### src/rtl/uart_prgm_loader_if.sv
// Programming-port bundle for uart_prgm_loader.
//   master : the loader. Receives uart_rx/done/clr_err and drives the write port and status.
//   slave  : the host side, i.e. the EEPROM programming logic plus the serial source.
// Signals:
//   uart_rx    serial input, idle high, asynchronous to the clock
//   done       EEPROM transaction complete (level)
//   clr_err    synchronous clear of the sticky error flags
//   prgm_addr  word address of the write in progress
//   prgm_in    data byte of the write in progress
//   go         one-cycle write strobe
//   busy       high from go until the rising edge of done
//   frame_err  sticky: stop bit sampled low
//   proto_err  sticky: bad address nibble, bad checksum or inter-byte timeout
//   overrun    sticky: byte received while busy
//   wr_count   completed writes, saturating at 31
interface uart_prgm_loader_if;
  logic       uart_rx;
  logic       done;
  logic       clr_err;
  logic [3:0] prgm_addr;
  logic [7:0] prgm_in;
  logic       go;
  logic       busy;
  logic       frame_err;
  logic       proto_err;
  logic       overrun;
  logic [4:0] wr_count;

  modport master (
    input  uart_rx, done, clr_err,
    output prgm_addr, prgm_in, go, busy, frame_err, proto_err, overrun, wr_count
  );

  modport slave (
    output uart_rx, done, clr_err,
    input  prgm_addr, prgm_in, go, busy, frame_err, proto_err, overrun, wr_count
  );
endinterface

### src/rtl/uart_prgm_loader.sv
// Serial program loader for the 16-word EEPROM programming port.
// Receives 8N1 UART frames, parses 4-byte packets {0xA5, ADDR, DATA, SUM} with
// SUM = ADDR ^ DATA and ADDR[7:4] = 0, then issues one write (go strobe) and holds
// busy until a fresh rising edge of done, so only one write is ever outstanding.
// Ports:
//   clk_i   system clock, all logic on posedge
//   rst_ni  asynchronous active-low reset
//   bus     uart_prgm_loader_if.master (serial in, done handshake, write port, status flags)
module uart_prgm_loader #(
  parameter int unsigned CLK_HZ       = 50000000,
  parameter int unsigned BAUD         = 115200,
  parameter int unsigned TIMEOUT_BITS = 20
) (
  input logic               clk_i,
  input logic               rst_ni,
  uart_prgm_loader_if.master bus
);

  localparam int unsigned BitCyc     = CLK_HZ / BAUD;
  localparam int unsigned HalfCyc    = BitCyc / 2;
  localparam int unsigned TimeoutCyc = TIMEOUT_BITS * BitCyc;
  localparam int unsigned CntW       = $clog2(BitCyc + 1);
  localparam int unsigned ToW        = $clog2(TimeoutCyc + 1);

  localparam logic [CntW-1:0] BitLast  = CntW'(BitCyc - 1);
  localparam logic [CntW-1:0] HalfLast = CntW'(HalfCyc - 1);
  localparam logic [ToW-1:0]  ToLast   = ToW'(TimeoutCyc - 1);
  localparam logic [7:0]      Header   = 8'hA5;

  typedef enum logic [1:0] {RxIdle, RxStart, RxData, RxStop} rx_st_e;
  typedef enum logic [2:0] {PHdr, PAddr, PData, PSum, PWait} p_st_e;

  // RX synchroniser; resets to the idle-high line level.
  logic rx_meta_q, rx_sync_q;

  always_ff @(posedge clk_i or negedge rst_ni) begin
    if (!rst_ni) begin
      rx_meta_q <= 1'b1;
      rx_sync_q <= 1'b1;
    end else begin
      rx_meta_q <= bus.uart_rx;
      rx_sync_q <= rx_meta_q;
    end
  end

  // RX FSM
  rx_st_e          rx_st_q;
  logic [CntW-1:0] cnt_q;
  logic [2:0]      bit_cnt_q;
  logic [7:0]      shift_q;
  logic            byte_valid_q;
  logic            frame_drop_q;
  logic            frame_err_q;

  always_ff @(posedge clk_i or negedge rst_ni) begin
    if (!rst_ni) begin
      rx_st_q      <= RxIdle;
      cnt_q        <= '0;
      bit_cnt_q    <= '0;
      shift_q      <= '0;
      byte_valid_q <= 1'b0;
      frame_drop_q <= 1'b0;
      frame_err_q  <= 1'b0;
    end else begin
      byte_valid_q <= 1'b0;
      frame_drop_q <= 1'b0;
      // A coincident framing error below overrides this clear.
      if (bus.clr_err) frame_err_q <= 1'b0;
      unique case (rx_st_q)
        RxIdle: begin
          if (!rx_sync_q) begin
            rx_st_q   <= RxStart;
            cnt_q     <= '0;
            bit_cnt_q <= '0;
          end
        end
        RxStart: begin
          if (cnt_q == HalfLast) begin
            cnt_q   <= '0;
            // Line back high at mid start bit: a glitch, not a frame.
            rx_st_q <= rx_sync_q ? RxIdle : RxData;
          end else begin
            cnt_q <= cnt_q + 1'b1;
          end
        end
        RxData: begin
          if (cnt_q == BitLast) begin
            cnt_q     <= '0;
            shift_q   <= {rx_sync_q, shift_q[7:1]};
            bit_cnt_q <= bit_cnt_q + 3'd1;
            if (bit_cnt_q == 3'd7) rx_st_q <= RxStop;
          end else begin
            cnt_q <= cnt_q + 1'b1;
          end
        end
        RxStop: begin
          if (cnt_q == BitLast) begin
            cnt_q   <= '0;
            rx_st_q <= RxIdle;
            if (rx_sync_q) begin
              byte_valid_q <= 1'b1;
            end else begin
              frame_err_q  <= 1'b1;
              frame_drop_q <= 1'b1;
            end
          end else begin
            cnt_q <= cnt_q + 1'b1;
          end
        end
        default: rx_st_q <= RxIdle;
      endcase
    end
  end

  // Parser FSM
  p_st_e          p_st_q;
  logic [3:0]     addr_q;
  logic [7:0]     data_q;
  logic [3:0]     prgm_addr_q;
  logic [7:0]     prgm_in_q;
  logic           go_q;
  logic           busy_q;
  logic           done_q;
  logic           proto_err_q;
  logic           overrun_q;
  logic [4:0]     wr_count_q;
  logic [ToW-1:0] to_cnt_q;

  logic in_pkt;
  logic timeout_hit;
  logic done_rise;

  assign in_pkt      = (p_st_q == PAddr) || (p_st_q == PData) || (p_st_q == PSum);
  assign timeout_hit = in_pkt && !byte_valid_q && (to_cnt_q == ToLast);
  assign done_rise   = bus.done && !done_q;

  always_ff @(posedge clk_i or negedge rst_ni) begin
    if (!rst_ni) begin
      p_st_q      <= PHdr;
      addr_q      <= '0;
      data_q      <= '0;
      prgm_addr_q <= '0;
      prgm_in_q   <= '0;
      go_q        <= 1'b0;
      busy_q      <= 1'b0;
      done_q      <= 1'b0;
      proto_err_q <= 1'b0;
      overrun_q   <= 1'b0;
      wr_count_q  <= '0;
      to_cnt_q    <= '0;
    end else begin
      go_q   <= 1'b0;
      done_q <= bus.done;
      if (bus.clr_err) begin
        proto_err_q <= 1'b0;
        overrun_q   <= 1'b0;
      end

      // Inter-byte timer restarts on every received byte while a packet is open.
      if (in_pkt && !byte_valid_q) to_cnt_q <= to_cnt_q + 1'b1;
      else                         to_cnt_q <= '0;

      // A framing error aborts a partial packet; an issued write is left to finish
      // so busy cannot be stranded high.
      if (frame_drop_q && (p_st_q != PWait)) begin
        p_st_q <= PHdr;
      end else if (timeout_hit) begin
        proto_err_q <= 1'b1;
        p_st_q      <= PHdr;
      end else begin
        unique case (p_st_q)
          PHdr: begin
            if (byte_valid_q && (shift_q == Header)) p_st_q <= PAddr;
          end
          PAddr: begin
            if (byte_valid_q) begin
              if (shift_q[7:4] != 4'h0) begin
                proto_err_q <= 1'b1;
                p_st_q      <= PHdr;
              end else begin
                addr_q <= shift_q[3:0];
                p_st_q <= PData;
              end
            end
          end
          PData: begin
            if (byte_valid_q) begin
              data_q <= shift_q;
              p_st_q <= PSum;
            end
          end
          PSum: begin
            if (byte_valid_q) begin
              if (shift_q == ({4'h0, addr_q} ^ data_q)) begin
                prgm_addr_q <= addr_q;
                prgm_in_q   <= data_q;
                go_q        <= 1'b1;
                busy_q      <= 1'b1;
                p_st_q      <= PWait;
              end else begin
                proto_err_q <= 1'b1;
                p_st_q      <= PHdr;
              end
            end
          end
          PWait: begin
            if (byte_valid_q) overrun_q <= 1'b1;
            // Only an edge seen after go counts; a level already high is ignored.
            if (done_rise) begin
              busy_q <= 1'b0;
              if (wr_count_q != 5'd31) wr_count_q <= wr_count_q + 5'd1;
              p_st_q <= PHdr;
            end
          end
          default: p_st_q <= PHdr;
        endcase
      end
    end
  end

  assign bus.prgm_addr = prgm_addr_q;
  assign bus.prgm_in   = prgm_in_q;
  assign bus.go        = go_q;
  assign bus.busy      = busy_q;
  assign bus.frame_err = frame_err_q;
  assign bus.proto_err = proto_err_q;
  assign bus.overrun   = overrun_q;
  assign bus.wr_count  = wr_count_q;

endmodule

### src/flat_wrapper.sv
// flat-port wrapper written by rule: the top's interface ports become plain ports
module uart_prgm_loader_flat 
#(
  parameter int unsigned CLK_HZ       = 50000000,
  parameter int unsigned BAUD         = 115200,
  parameter int unsigned TIMEOUT_BITS = 20
)
  (clk_i, rst_ni, bus_uart_rx, bus_done, bus_clr_err, bus_prgm_addr, bus_prgm_in, bus_go, bus_busy, bus_frame_err, bus_proto_err, bus_overrun, bus_wr_count);
  uart_prgm_loader_if bus_i ();
  input logic clk_i;
  input logic rst_ni;
  input wire logic [$bits(bus_i.uart_rx)-1:0] bus_uart_rx;
  input wire logic [$bits(bus_i.done)-1:0] bus_done;
  input wire logic [$bits(bus_i.clr_err)-1:0] bus_clr_err;
  output wire logic [$bits(bus_i.prgm_addr)-1:0] bus_prgm_addr;
  output wire logic [$bits(bus_i.prgm_in)-1:0] bus_prgm_in;
  output wire logic [$bits(bus_i.go)-1:0] bus_go;
  output wire logic [$bits(bus_i.busy)-1:0] bus_busy;
  output wire logic [$bits(bus_i.frame_err)-1:0] bus_frame_err;
  output wire logic [$bits(bus_i.proto_err)-1:0] bus_proto_err;
  output wire logic [$bits(bus_i.overrun)-1:0] bus_overrun;
  output wire logic [$bits(bus_i.wr_count)-1:0] bus_wr_count;
  assign bus_i.uart_rx = bus_uart_rx;
  assign bus_i.done = bus_done;
  assign bus_i.clr_err = bus_clr_err;
  assign bus_prgm_addr = bus_i.prgm_addr;
  assign bus_prgm_in = bus_i.prgm_in;
  assign bus_go = bus_i.go;
  assign bus_busy = bus_i.busy;
  assign bus_frame_err = bus_i.frame_err;
  assign bus_proto_err = bus_i.proto_err;
  assign bus_overrun = bus_i.overrun;
  assign bus_wr_count = bus_i.wr_count;
  uart_prgm_loader #(.CLK_HZ(CLK_HZ), .BAUD(BAUD), .TIMEOUT_BITS(TIMEOUT_BITS)) u_core (.clk_i(clk_i), .rst_ni(rst_ni), .bus(bus_i));
endmodule
### config.mk
export PLATFORM = sky130hd
export DESIGN_NAME = uart_prgm_loader_flat
export DESIGN_NICKNAME = d
export VERILOG_FILES = /design/src/rtl/uart_prgm_loader_if.sv /design/src/rtl/uart_prgm_loader.sv /design/src/flat_wrapper.sv
export SDC_FILE = /design/constraint.sdc
export NUM_CORES = 1
export LEC_CHECK = 0
export CORE_AREA = 2 2 85 87
export CTS_CLUSTER_SIZE = 16
export DETAILED_ROUTE_END_ITERATION = 12
export DIE_AREA = 0 0 87 89
export HOLD_SLACK_MARGIN = 0.08
export PLACE_DENSITY = 0.77
export SKIP_CTS_REPAIR_TIMING = 1
export SYNTH_ARGS = -nofsm -noshare
export SYNTH_HDL_FRONTEND = slang
export SYNTH_SLANG_ARGS = --single-unit
### constraint.sdc
create_clock -name clk_i -period 2.5 [get_ports clk_i]
set_clock_uncertainty 0.05 [all_clocks]
set_input_delay 0.375 -clock clk_i [delete_from_list [all_inputs] [get_ports clk_i]]
set_output_delay 0.375 -clock clk_i [all_outputs]
set_load 0.01 [all_outputs]
==> key figures, run 1 <==
Outcome
  – Result of the run: completed

Worst hold path
  – Worst min path class: flip-flop to flip-flop
  – Terminating pin of the worst hold path: u_core.rx_sync_q
  – Worst hold path depth: 0
  – Hold wc startpoint: u_core.rx_meta_q

Placement
  – Last weighted congestion value of the routability-driven placer: 0.7945
  – Number of I/O port buffers: 26
  – Post-DP HPWL: 4.733 mm
  – Placed Area: 4130 um2

Critical path
  – Setup crit end kind: flip-flop
  – Worst path bufs/invs: 1
  – Levels on crit path: 6
  – Start point of the critical path: u_core.cnt_q[1]
  – CP Data Required Time: 2.69 ns
  – Max stage delay cell, worst path: sky130_fd_sc_hd__dfrtp_1
  – Top delay family on crit path: simple AND/OR/NAND/NOR gates
  – Data arrival, critical path: 2.31 ns
  – Startpoint of the most critical register-to-register path: u_core.cnt_q[1]
  – Capture instance of the worst register-to-register path: u_core.shift_q[5]
  – Maximum fanout along the worst path: 8
  – Register-to-Register Setup Slack: 0.38 ns
  – Max incr delay on CP: 0.43 ns
  – Setup crit start kind: flip-flop
  – Critical-path cell list: inv_1 -> ha_1 -> nand4b_1 -> or2_1 -> nor3_4 -> mux2_2
  – Reg2reg path depth: 6
  – Path type of the worst setup path: flip-flop to flip-flop

Global route
  – Overall routing resource usage: 0.2004
  – Leftover overflow at the end of global routing: 0
  – Pin count of the biggest net entering global routing: 45
  – Number of global-route vias before repair: 2542
  – Global-route wire length before repair: 11.95 mm
  – Antenna violations before repair: 0

Detailed routing
  – Ratio of routed vias to standard cells: 5.848
  – Starting DRC count in detailed routing: 171
  – Detailed-route wire length per cell: 16.14 um
  – First-pass DRT Iterations: 4
  – Total routed wirelength: 7.006 mm
  – Count of nets left with antenna violations after detail routing: 0
  – Post-route DRC violation count: 0
  – Total vias in the final route: 2538

Yosys
  – Mapped Avg Cell Area: 11.98 um2
  – Proportion of synthesized flip-flops having asynchronous set or reset: 1.000
  – Seq/Total Area, Yosys: 0.5128
  – Post-synth top area share: 0.4990
  – Ys Warns: 0
  – Main synth FF type: sky130_fd_sc_hd__dfrtp_1
  – Number of cells produced by synthesis: 318
  – Library cell with the largest summed area after synthesis: sky130_fd_sc_hd__dfrtp_1
  – Number of different library cells in the post-synthesis netlist: 56
  – Most area-consuming cells after synthesis: sky130_fd_sc_hd__dfrtp_1 50%, sky130_fd_sc_hd__mux2_2 7.4%, sky130_fd_sc_hd__mux2_4 3.5%
  – Synth Register Bits: 78
  – Area of the mapped netlist: 3811 um2
  – Number of nets in the synthesized netlist: 331
  – EDFF count, synth: 0

Clock tree
  – Clock insertion delay at the later pin of the skew report: 0.35 ns
  – Clock transition time at the flip-flop clock pins of the worst setup and hold paths: 0.08 ns
  – Clock net sink count: 78
  – TritonCTS clock tree: built
  – Buffer levels on the longest clock path: 2
  – CTS root buffer: sky130_fd_sc_hd__clkbuf_8
  – H-tree depth: 3
  – Number of buffers created by CTS: 9

Floorplanning
  – Initial standard-cell utilization of the core: 0.5672
  – Area of the die: 7743 um2
  – Core box area: 6719 um2
  – Die outline width: 87 um
  – Number of placement rows: 30
  – Io pins: 27
  – Y dimension of the die: 89 um

Timing
  – Post-layout minimum cycle time: 2.123 ns
  – Setup repair after global routing missed its margin: no
  – Worst hold slack after final layout: 0.3087 ns
  – Worst slew slack as a fraction of its limit: 0.6257
  – Sum of negative setup slack: 0 ns
  – Setup violations, final: 0
  – Pins Over Slew Limit: 0
  – Final Cycle Share: 0.8492
  – Maximum achievable frequency: 471.0 MHz
  – Actual transition at the worst max-transition pin: 0.5585 ns
  – Fin. Hold Viols: 0

Job
  – Max-Cap Viols: 0

Pwr
  – Clk network pwr share: 0.380
  – Power density over the cells: 636.3 nW/um2
  – Leakage Power: 1.998 nW
  – Portion of total power attributed to sequential cells: 0.513
  – Internal power: 0.002060 W
  – Combinational Power Share: 0.107
  – Share of total power consumed by net switching: 0.2581
  – IR drop worst, VDD: 0.0003479 V
  – Switch Pwr: 0.0007165 W

Final layout
  – Share of layout cells above drive strength 1: 0.1921
  – Inserted Diodes: 0
  – Final layout net count: 362
  – Post-route standard cell area excluding fillers: 4363 um2
  – Growth of design area from synthesis to finish: 14.48%
## worst max path at each step
stage / endpoint / slack (ns)
after floorplan: u_core.shift_q[0] / 0.58
after global placement: u_core.bus.prgm_addr[2] / 0.43
after detailed placement: u_core.bus.prgm_addr[2] / 0.40
after CTS: u_core.shift_q[5] / 0.38
after global routing: u_core.shift_q[5] / 0.25
final: u_core.shift_q[5] / 0.38
## cell families (layout without fill, tap and decap cells)
logic type / after synthesis / after routing / share of synthesized area
AO/OA/AOI/OAI: 44 / 44 / 0.07452
multiplexers: 36 / 36 / 0.1146
flip-flops: 78 / 78 / 0.5128
AND/OR/NAND/NOR: 110 / 110 / 0.1763
XOR/XNOR: 22 / 22 / 0.06632
adder cells (fa/ha/maj): 8 / 8 / 0.02627
buffers and inverters: 20 / 56 / 0.02922
## final cells by class
cell class | count | area [um2]
Fill cell | 517 | 2356
Sequential cell | 78 | 1954
Multi-Input combinational cell | 220 | 1745
Timing Repair Buffer | 30 | 302.8
Clock buffer | 11 | 141.4
Tap cell | 80 | 100.1
Clock inverter | 5 | 81.33
Inverter | 10 | 37.54
## cell usage in the layout (no fill, tap or decap), types with 3 or more instances in the layout
master	instances
sky130_fd_sc_hd__nand3_1	7
sky130_fd_sc_hd__clkbuf_8	10
sky130_fd_sc_hd__xnor3_2	4
sky130_fd_sc_hd__a21o_1	3
sky130_fd_sc_hd__nor3_1	7
sky130_fd_sc_hd__nor2_1	21
sky130_fd_sc_hd__or4_1	3
sky130_fd_sc_hd__mux2_4	9
sky130_fd_sc_hd__and2_1	3
sky130_fd_sc_hd__xor2_1	14
sky130_fd_sc_hd__inv_1	10
sky130_fd_sc_hd__nand2b_1	4
sky130_fd_sc_hd__mux2_2	25
sky130_fd_sc_hd__buf_4	3
sky130_fd_sc_hd__ha_1	8
sky130_fd_sc_hd__a21oi_1	6
sky130_fd_sc_hd__o21ai_0	14
sky130_fd_sc_hd__clkdlybuf4s50_1	25
sky130_fd_sc_hd__nand4b_1	3
sky130_fd_sc_hd__xnor2_1	4
sky130_fd_sc_hd__or3_1	4
sky130_fd_sc_hd__o211ai_1	6
sky130_fd_sc_hd__and3_1	4
sky130_fd_sc_hd__nand2_1	22
sky130_fd_sc_hd__nand4_1	9
sky130_fd_sc_hd__dfrtp_1	76
## through the flow
step | worst slack, ns | util | cells | power, W
detailed placement | 0.3971 | 0.6147 | 417 | 0.001746
CTS | 0.3828 | 0.6479 | 433 | 0.002801
global placement | 0.4329 | 0.6147 | 417 | 0.001732
floorplan | 0.5755 | - | 318 | 0.001658
global route | 0.2469 | 0.6493 | 434 | 0.002915
finish | 0.3770 | 0.6493 | 434 | 0.002776
## cell usage after synthesis, types with 6 or more instances
library cell and n:
sky130_fd_sc_hd__nand2_1 22, sky130_fd_sc_hd__nand4_1 9, sky130_fd_sc_hd__o211ai_1 6, sky130_fd_sc_hd__inv_1 10
sky130_fd_sc_hd__nor2_1 21, sky130_fd_sc_hd__nand3_1 7, sky130_fd_sc_hd__a21oi_1 6, sky130_fd_sc_hd__ha_1 8
sky130_fd_sc_hd__mux2_2 25, sky130_fd_sc_hd__xor2_1 14, sky130_fd_sc_hd__o21ai_0 14, sky130_fd_sc_hd__mux2_4 9
sky130_fd_sc_hd__dfrtp_1 76, sky130_fd_sc_hd__nor3_1 7
## registers in the layout, summed over array words and instances (netlist names), 3 cells and up, named ones only
| signal | count |
|---|---|
| u_core.bus.wr_count | 5 |
| u_core.to_cnt_q | 14 |
| u_core.bit_cnt_q | 3 |
| u_core.cnt_q | 9 |
| u_core.p_st_q | 3 |
| u_core.data_q | 8 |
| u_core.bus.prgm_in | 8 |
| u_core.shift_q | 8 |
| u_core.bus.prgm_addr | 4 |
| u_core.addr_q | 4 |
## power groups by stage
stage               clock [W]  combinational (W)  sequential, W
detailed placement          0           0.000297        0.00145
global route          0.00113           0.000347        0.00144
CTS                   0.00107           0.000303        0.00142
finish                0.00105           0.000297        0.00142
floorplan                   0           0.000252        0.00141
global placement            0           0.000289        0.00144
## metal layers
| metal | part of all wire | up-vias | GRT usage |
|---|---|---|---|
| li1 | - | 1213 | - |
| met1 | 0.46 | 1271 | 0.2629 |
| met2 | 0.49 | 44 | 0.3178 |
| met3 | 0.033 | 10 | 0.05725 |
| met4 | 0.015 | 0 | 0.07813 |
| met5 | 0 | - | 0 |
Power figures use the tool's default switching activity.
==> run 2: changes to the inputs <==
clock period = 2 ns   (was 2.5 ns; I/O delays follow)
==> run 2 against run 1 <==
- clock power is 5% higher
- non-clock buffer count is 22 higher
- sequential cell count stayed put
- setup slack worse by 0.29 ns
- critical endpoint is now u_core.bus.prgm_in[7]
==> key figures, run 2 (synthesis gave the netlist of run 1 again) <==
Outcome
  – Result of the run: completed

Global route
  – Overall routing resource usage: 0.2065 (+0.006035)
  – Number of global-route vias before repair: 2593 (+2.0%)
  – Antenna violations before repair: 0 (unchanged)
  – Global-route wire length before repair: 12.20 mm (+2.1%)
  – Leftover overflow at the end of global routing: 0 (unchanged)
  – Pin count of the biggest net entering global routing: 55 (+22%)

Critical path
  – Path type of the worst setup path: flip-flop to flip-flop
  – CP Data Required Time: 2.19 ns (-0.50 ns)
  – Critical-path cell list: xnor3_2 -> and4_4 -> and4bb_4 -> buf_4 -> mux2_4
  – Maximum fanout along the worst path: 5 (-3)
  – Max incr delay on CP: 0.41 ns (-0.02 ns)
  – Setup crit end kind: flip-flop
  – Max stage delay cell, worst path: sky130_fd_sc_hd__dfrtp_1
  – Data arrival, critical path: 2.10 ns (-0.21 ns)
  – Setup crit start kind: flip-flop

Clock tree
  – Clock insertion delay at the later pin of the skew report: 0.35 ns (about the same)
  – Buffer levels on the longest clock path: 2 (unchanged)
  – TritonCTS clock tree: built
  – Clock net sink count: 78 (unchanged)
  – H-tree depth: 3 (unchanged)
  – CTS root buffer: sky130_fd_sc_hd__clkbuf_8
  – Number of buffers created by CTS: 9 (unchanged)
  – Clock transition time at the flip-flop clock pins of the worst setup and hold paths: 0.08 ns (about the same)

Placement
  – Number of I/O port buffers: 26 (unchanged)
  – Post-DP HPWL: 5.109 mm (+8.0%)
  – Placed instance count: 439 (+5.3%)
  – Last weighted congestion value of the routability-driven placer: 0.8284 (+4.3%)

Floorplanning
  – Initial standard-cell utilization of the core: 0.5672 (unchanged)
  – Area of the die: 7743 um2 (unchanged)
  – Io pins: 27 (unchanged)
  – Core box area: 6719 um2 (unchanged)
  – Number of placement rows: 30 (unchanged)
  – Die outline width: 87 um (unchanged)
  – Y dimension of the die: 89 um (unchanged)

Final layout
  – Most common cell after layout, fill and taps aside: sky130_fd_sc_hd__dfrtp_1
  – Inserted Diodes: 0 (unchanged)
  – Max reg flops: 14 (unchanged)
  – Final layout net count: 384 (+6.1%)
  – Final Instance Count excl. Fillers: 456 (+5.1%)
  – Share of layout cells above drive strength 1: 0.2394 (+0.04727)
  – Most flop-heavy register: u_core.to_cnt_q
  – Commonest non-fill, non-tap cells in the layout: 76 x sky130_fd_sc_hd__dfrtp_1, 25 x sky130_fd_sc_hd__mux2_2, 25 x sky130_fd_sc_hd__clkdlybuf4s50_1
  – Largest registers ranked by flip-flop count: u_core.to_cnt_q (14), u_core.cnt_q (9)
  – Filler Cell Count: 495 (-4.3%)
  – Growth of design area from synthesis to finish: 18.88%

Timing
  – Final Cycle Share: 0.9565 (+0.1073)
  – Post-layout minimum cycle time: 1.913 ns (-0.2101 ns)
  – Worst slew slack as a fraction of its limit: 0.6968 (+0.07115)
  – Actual transition at the worst max-transition pin: 0.4506 ns (-0.1079 ns)
  – Maximum achievable frequency: 522.8 MHz (+11%)
  – Fin. Hold Viols: 0 (unchanged)
  – Sum of negative setup slack: 0 ns (unchanged)
  – Setup repair after global routing missed its margin: no
  – Setup violations, final: 0 (unchanged)
  – Pins Over Slew Limit: 0 (unchanged)

Pwr
  – Leakage Power: 2.107 nW (+5.5%)
  – Power density over the cells: 724.0 nW/um2 (+14%)
  – IR drop worst, VDD: 0.0004274 V (+23%)

Detailed routing
  – Detailed-route wire length per cell: 15.95 um (-1.2%)
  – Post-route DRC violation count: 0 (unchanged)
  – Starting DRC count in detailed routing: 157 (-8.2%)
  – Total routed wirelength: 7.273 mm (+3.8%)
  – Ratio of routed vias to standard cells: 5.680 (-2.9%)
  – Count of nets left with antenna violations after detail routing: 0 (unchanged)
  – Total vias in the final route: 2590 (+2.0%)
  – First-pass DRT Iterations: 4 (unchanged)

Job
  – Max-Cap Viols: 0 (unchanged)

Worst hold path
  – Worst min path class: input port to flip-flop
[run 2: changes by cell type in the layout (fill, tap and decap cells not counted), moves of 2 or more]
cell	delta
sky130_fd_sc_hd__clkbuf_8	+2
sky130_fd_sc_hd__buf_4	+19
sky130_fd_sc_hd__bufinv_16	-2
sky130_fd_sc_hd__buf_12	+3
[run 2: final cells by class]
cell class | count | area [um2] | share of cell area
Multi-Input combinational cell | 220 | 1745 | 0.3853
Sequential cell | 78 | 1954 | 0.4314
Timing Repair Buffer | 52 | 505.5 | 0.1116
Inverter | 10 | 37.54 | 0.008285
Clock inverter | 3 | 18.77 | 0.004142
Clock buffer | 13 | 168.9 | 0.03728
Tap cell | 80 | 100.1 | 0.02209
[run 2: critical path: cells and delay by family, from the launching register on]
family	cells	cell delay [ns]
multiplexers	1	0.30
XOR/XNOR	1	0.39
buffers and inverters	1	0.17
AND/OR/NAND/NOR	2	0.47
flip-flops	1	0.41
[run 2: final timing paths]
check                                 startpoint                    end  slack [ns]  cells after the start
min in group asynchronous                 rst_ni     u_core.to_cnt_q[3]        0.35                      2
max in group asynchronous                 rst_ni       u_core.rx_meta_q        0.91                      3
worst min-delay path                 bus_uart_rx       u_core.rx_meta_q        0.30                      1
worst max-delay path            u_core.data_q[3]  u_core.bus.prgm_in[7]        0.09                      5
worst min register to register  u_core.rx_meta_q       u_core.rx_sync_q        0.31                      0
worst max register to register  u_core.data_q[3]  u_core.bus.prgm_in[7]        0.09                      5
[run 2: metrics by stage]
step | hold slack, ns | power (W) | instance area [um2] | utilization | setup slack (ns)
finish | 0.3006 | 0.003280 | 4531 | 0.6743 | 0.08706
floorplan | -0.04559 | 0.002072 | 3811 | - | 0.07549
global placement | 0.1733 | 0.002194 | 4333 | 0.6449 | 0.1316
detailed placement | 0.1792 | 0.002212 | 4333 | 0.6449 | 0.09338
global route | 0.2927 | 0.003443 | 4531 | 0.6743 | 0.02015
CTS | -0.2036 | 0.003315 | 4521 | 0.6728 | 0.07557
[run 2: routing by layer]
metal / vias to the layer above / share of wire / global-route usage
li1: 1258 / - / -
met1: 1283 / 0.44 / 0.2562
met2: 37 / 0.50 / 0.3442
met3: 12 / 0.033 / 0.06464
met4: 0 / 0.019 / 0.07102
met5: - / 0 / 0
[run 2: power breakdown]
group / internal, W / switching (W) / total [W]
combinational: 0.000190 / 0.000235 / 0.000425
clock: 0.000551 / 0.000546 / 0.00110
sequential: 0.00167 / 0.0000923 / 0.00176
==> run 3: changes to the inputs <==
SLEW_MARGIN = 20   (was not set)
==> results of run 3 <==
No change in the layout: final DEF, timing and power equal those of run 2.
